==> config.mk <==
export PLATFORM = sky130hd
export DESIGN_NAME = fifo_param
export DESIGN_NICKNAME = d
export VERILOG_FILES = /design/src/rtl/fifo_param.sv
export SDC_FILE = /design/constraint.sdc
export NUM_CORES = 1
export LEC_CHECK = 0
export CAP_MARGIN = 20
export CORE_MARGIN = 5
export CORE_UTILIZATION = 30
export CTS_CLUSTER_DIAMETER = 200
export DETAILED_ROUTE_END_ITERATION = 10
export PLACE_DENSITY_LB_ADDON = 0.08
export SETUP_SLACK_MARGIN = 0.2
export SYNTH_ARGS = -nofsm -noshare
export SYNTH_HDL_FRONTEND = slang
export SYNTH_SLANG_ARGS = --single-unit
==> constraint.sdc <==
create_clock -name clk -period 2.9 [get_ports clk]
set_input_delay 0.29 -clock clk [delete_from_list [all_inputs] [get_ports clk]]
set_output_delay 0.29 -clock clk [all_outputs]
set_load 0.02 [all_outputs]
==> src/rtl/fifo_param.sv <==
// Synchronous single-clock FIFO with registered read data, occupancy status,
// one-cycle over/underflow pulses and sticky error flags.
module fifo_param #(
    parameter int unsigned DATA_WIDTH = 8,
    parameter int unsigned DEPTH      = 16,
    parameter int unsigned AF_LEVEL   = DEPTH - 2,
    parameter int unsigned AE_LEVEL   = 2
) (
    input  logic                        clk,
    input  logic                        rst_n,
    input  logic                        wr_n,
    input  logic                        rd_n,
    input  logic                        clr_err,
    input  logic [DATA_WIDTH-1:0]       data_in,
    output logic [DATA_WIDTH-1:0]       data_out,
    output logic [$clog2(DEPTH):0]      count,
    output logic                        full,
    output logic                        empty,
    output logic                        almost_full,
    output logic                        almost_empty,
    output logic                        over_flow,
    output logic                        under_flow,
    output logic                        ovf_sticky,
    output logic                        unf_sticky
);

    localparam int unsigned AW = $clog2(DEPTH);
    localparam int unsigned CW = AW + 1;
    localparam logic [CW-1:0] DEPTH_C = CW'(DEPTH);
    localparam logic [CW-1:0] AF_C    = CW'(AF_LEVEL);
    localparam logic [CW-1:0] AE_C    = CW'(AE_LEVEL);

    logic [DATA_WIDTH-1:0] mem [DEPTH];

    logic [AW-1:0]         wr_ptr_q, wr_ptr_d;
    logic [AW-1:0]         rd_ptr_q, rd_ptr_d;
    logic [CW-1:0]         count_q, count_d;
    logic [DATA_WIDTH-1:0] dout_q, dout_d;
    logic                  ovf_q, ovf_d;
    logic                  unf_q, unf_d;
    logic                  ovf_st_q, ovf_st_d;
    logic                  unf_st_q, unf_st_d;
    logic                  rd_acc, wr_acc;

    // Accept decode; a write into a full FIFO is allowed when a read frees a slot this cycle.
    always_comb begin
        rd_acc = !rd_n && (count_q != '0);
        wr_acc = !wr_n && ((count_q != DEPTH_C) || rd_acc);
    end

    // Next-state for pointers, occupancy, read data and error flags.
    always_comb begin
        wr_ptr_d = wr_ptr_q;
        rd_ptr_d = rd_ptr_q;
        count_d  = count_q;
        dout_d   = dout_q;
        ovf_d    = !wr_n && !wr_acc;
        unf_d    = !rd_n && !rd_acc;
        ovf_st_d = ovf_st_q;
        unf_st_d = unf_st_q;

        if (wr_acc) begin
            wr_ptr_d = wr_ptr_q + 1'b1;
        end
        if (rd_acc) begin
            rd_ptr_d = rd_ptr_q + 1'b1;
            dout_d   = mem[rd_ptr_q];
        end
        if (wr_acc && !rd_acc) begin
            count_d = count_q + 1'b1;
        end else if (rd_acc && !wr_acc) begin
            count_d = count_q - 1'b1;
        end

        // Set beats clear when both happen together.
        if (clr_err) begin
            ovf_st_d = 1'b0;
            unf_st_d = 1'b0;
        end
        if (ovf_d) begin
            ovf_st_d = 1'b1;
        end
        if (unf_d) begin
            unf_st_d = 1'b1;
        end
    end

    // Control state register with synchronous active-low reset.
    always_ff @(posedge clk) begin
        if (!rst_n) begin
            wr_ptr_q <= '0;
            rd_ptr_q <= '0;
            count_q  <= '0;
            dout_q   <= '0;
            ovf_q    <= 1'b0;
            unf_q    <= 1'b0;
            ovf_st_q <= 1'b0;
            unf_st_q <= 1'b0;
        end else begin
            wr_ptr_q <= wr_ptr_d;
            rd_ptr_q <= rd_ptr_d;
            count_q  <= count_d;
            dout_q   <= dout_d;
            ovf_q    <= ovf_d;
            unf_q    <= unf_d;
            ovf_st_q <= ovf_st_d;
            unf_st_q <= unf_st_d;
        end
    end

    // Storage array; not reset, and writes are suppressed while reset is held.
    always_ff @(posedge clk) begin
        if (rst_n && wr_acc) begin
            mem[wr_ptr_q] <= data_in;
        end
    end

    // Outputs and status decoded from the registered occupancy.
    always_comb begin
        data_out     = dout_q;
        count        = count_q;
        full         = (count_q == DEPTH_C);
        empty        = (count_q == '0);
        almost_full  = (count_q >= AF_C);
        almost_empty = (count_q <= AE_C);
        over_flow    = ovf_q;
        under_flow   = unf_q;
        ovf_sticky   = ovf_st_q;
        unf_sticky   = unf_st_q;
    end

endmodule

==> impl_metrics.toml <==
[status]
outcome = "finished, final reports clean"

[floorplan]
num_rows = 52
die_area_um2 = 23400
dieWidth_um = 153
dieHeight_um = 153
core_area_um2 = 20200
ios = 34
initial_core_util = 0.304

[place]
gp_congestion = 0.722
placed_area_um2 = 6910
dp_hpwl_um = 9260
io_buffers = 33

[clock_tree]
clock_sinks = 153
clock-root-buffer = "clkbuf_16"
clock_path_buffers = 2
insertion_delay_ps = 420
htree_levels = 4
cts_tree = "built"
cts.clk_slew.worst_paths_ps = 60
numCtsBuffers = 17
cts_hold_repair.buffers = 0

[final_layout]
nets = 458
drive_above_1_share = 0.190
fillers = 1949
layout_common_cells = "edfxtp_1, mux2i_1, clkdlybuf4s50_1, nor2_1, buf_4"
final_cell_area_um2 = 7520
layout_commonest_cell = "edfxtp_1"
diodes = 0
syn2layout_area_growth_pct = 22.6

[global_route]
grt_max_degree = 49
gr-total-overflow = 0
antenna_found_initial = 0
grt_pass1_vias = 3464
grt_util_all_layers = 0.126
grt_pass1_wl_um = 21800

[timing]
finClkSkew_ps = 8.46
period_needed_ps = 2570
report.final.slew_viol_count = 0
slew_headroom = 0.434
setup_viol = 0
max_freq_ghz = 0.389
tightest_slew_ps = 847
finalSetupTns_ps = 0
hold_violations = 0
rsz0062_at_grt = "no"
period_share = 0.886

[routing]
drt_iter0_drc = 179
vias = 3377
route.detailed.drc = 0
drt_pass1_iterations = 5
vias_per_cell = 4.70
drt_wl_total_um = 14200
routedWlPerCell_um = 19.7
ant_nets = 0

[synth]
synth-seq-cells = 153
ys_warn_count = 0
synthArstFlopShare = 0
synthCells = 377
synth_area_per_cell_um2 = 16.3
synth_edf_count = 128
synth-seq-area-share = 0.709
syn_area_um2 = 6130
synth_ff_type = "edfxtp_1"
synth_cell_types = 41
synth.net_count = 400

[setup_path]
crit_type = "flip-flop to output pin"
end_kind = "output pin"
required_ps = 2610
arrival_ps = 2280
start_kind = "flip-flop"
cp_max_fo = 6

[power_and_ir_drop]
p_int_w = 0.00442
p_clk_frac = 0.356
leakage_nw = 2.39
p_sw_w = 0.00177
power_density_nw_per_um2 = 823
swShare = 0.285
peakVddDrop_mv = 0.383
combPwrFrac = 0.226
p_seq_frac = 0.418

[worst_hold_path]
min_path_type = "flip-flop to flip-flop"

[run]
maxCapViolCount = 0
==> path summary, 6_finish.rpt <==
kind	start	endpoint	slack [ps]	cells past startpoint
min	ovf_sticky	ovf_sticky	460	2
max	count[0]	empty	330	4
max reg2reg	count[2]	count[4]	430	9
min reg2reg	ovf_sticky	ovf_sticky	460	2
==> state kept, by name, indices dropped and copies added, names as in the netlist <==
signal      cells
mem           128
data_out        8
count           5
rd_ptr_q        4
wr_ptr_q        4
over_flow       1
ovf_sticky      1
under_flow      1
unf_sticky      1
==> worst max-delay path: stages (launching register included) <==
cell,delay [ps]
dfxtp_1,340
buf_4,170
or4_4,580
nor2_1,150
clkdlybuf4s50_1,630
==> final cells by class <==
cell class / instances / area [µm²] / area share
Clock buffer: 18 / 429 / 0.0571
Clock inverter: 14 / 164 / 0.0218
Inverter: 8 / 30.0 / 0.00400
Multi-Input combinational cell: 196 / 1670 / 0.222
Sequential cell: 153 / 4350 / 0.578
Tap cell: 270 / 338 / 0.0449
Timing Repair Buffer: 59 / 538 / 0.0716
==> synth_stat cells (2+ instances only) <==
library cell | count | area share
edfxtp_1 | 128 | 0.63
mux2i_1 | 36 | 0.059
nor2_1 | 27 | 0.017
dfxtp_1 | 25 | 0.082
mux4_2 | 16 | 0.059
o22ai_1 | 16 | 0.016
a21oi_1 | 14 | 0.011
nand2_1 | 10 | 0.0061
buf_2 | 9 | 0.0073
ha_1 | 9 | 0.018
a22oi_1 | 8 | 0.0098
nor3_1 | 8 | 0.0065
o21ai_0 | 8 | 0.0065
clkbuf_1 | 7 | 0.0043
inv_1 | 7 | 0.0043
nor2b_1 | 7 | 0.0071
nand3_1 | 6 | 0.0049
xnor2_1 | 6 | 0.0086
buf_1 | 3 | 0.0018
nand3b_1 | 3 | 0.0037
xor2_1 | 3 | 0.0043
a311oi_1 | 2 | 0.0029
==> logic make-up after synthesis <==
kind of cell | Yosys count | synth area share
AO/OA/AOI/OAI | 56 | 0.0580
XOR/XNOR | 9 | 0.0129
adder cells (fa/ha/maj) | 10 | 0.0216
buffers and inverters | 28 | 0.0196
flip-flops | 153 | 0.709
multiplexers | 52 | 0.118
AND/OR/NAND/NOR | 69 | 0.0615
==> what timing repair did <==
item,4_1_cts,5_1_grt
setup buffers,0,1
endpoints found under the setup margin,0,1
resized for setup,0,3
==> metrics by stage <==
stage	hold WS, ps	utilization	cells	setup WS [ps]	total power [W]
6_report	460	0.373	718	329	0.00619
5_1_grt	481	0.373	718	235	0.00649
4_1_cts	463	0.372	717	302	0.00627
3_5_place_dp	457	0.342	685	232	0.00405
3_3_place_gp	442	0.342	685	273	0.00405
2_1_floorplan	367	-	377	315	0.00351
==> metal layers <==
metal  routed length (µm)  GRT usage  part of all wire  vias to the layer above
li1                     -          -                 -                     1582
met2                 6830      0.200              0.48                       40
met1                 6800      0.171              0.48                     1741
met5                    0          0                 0                        -
met4                  168     0.0429             0.012                        0
met3                  350     0.0291             0.025                       14
==> power by group through the flow <==
stage / sequential (W) / combinational [W] / clock (W)
after floorplan: 0.00272 / 0.000791 / 0
after global placement: 0.00264 / 0.00141 / 0
after detailed placement: 0.00264 / 0.00141 / 0
after CTS: 0.00259 / 0.00142 / 0.00226
after global routing: 0.00260 / 0.00153 / 0.00236
final: 0.00259 / 0.00140 / 0.00220
No activity file was read; power rests on OpenSTA's default activity.
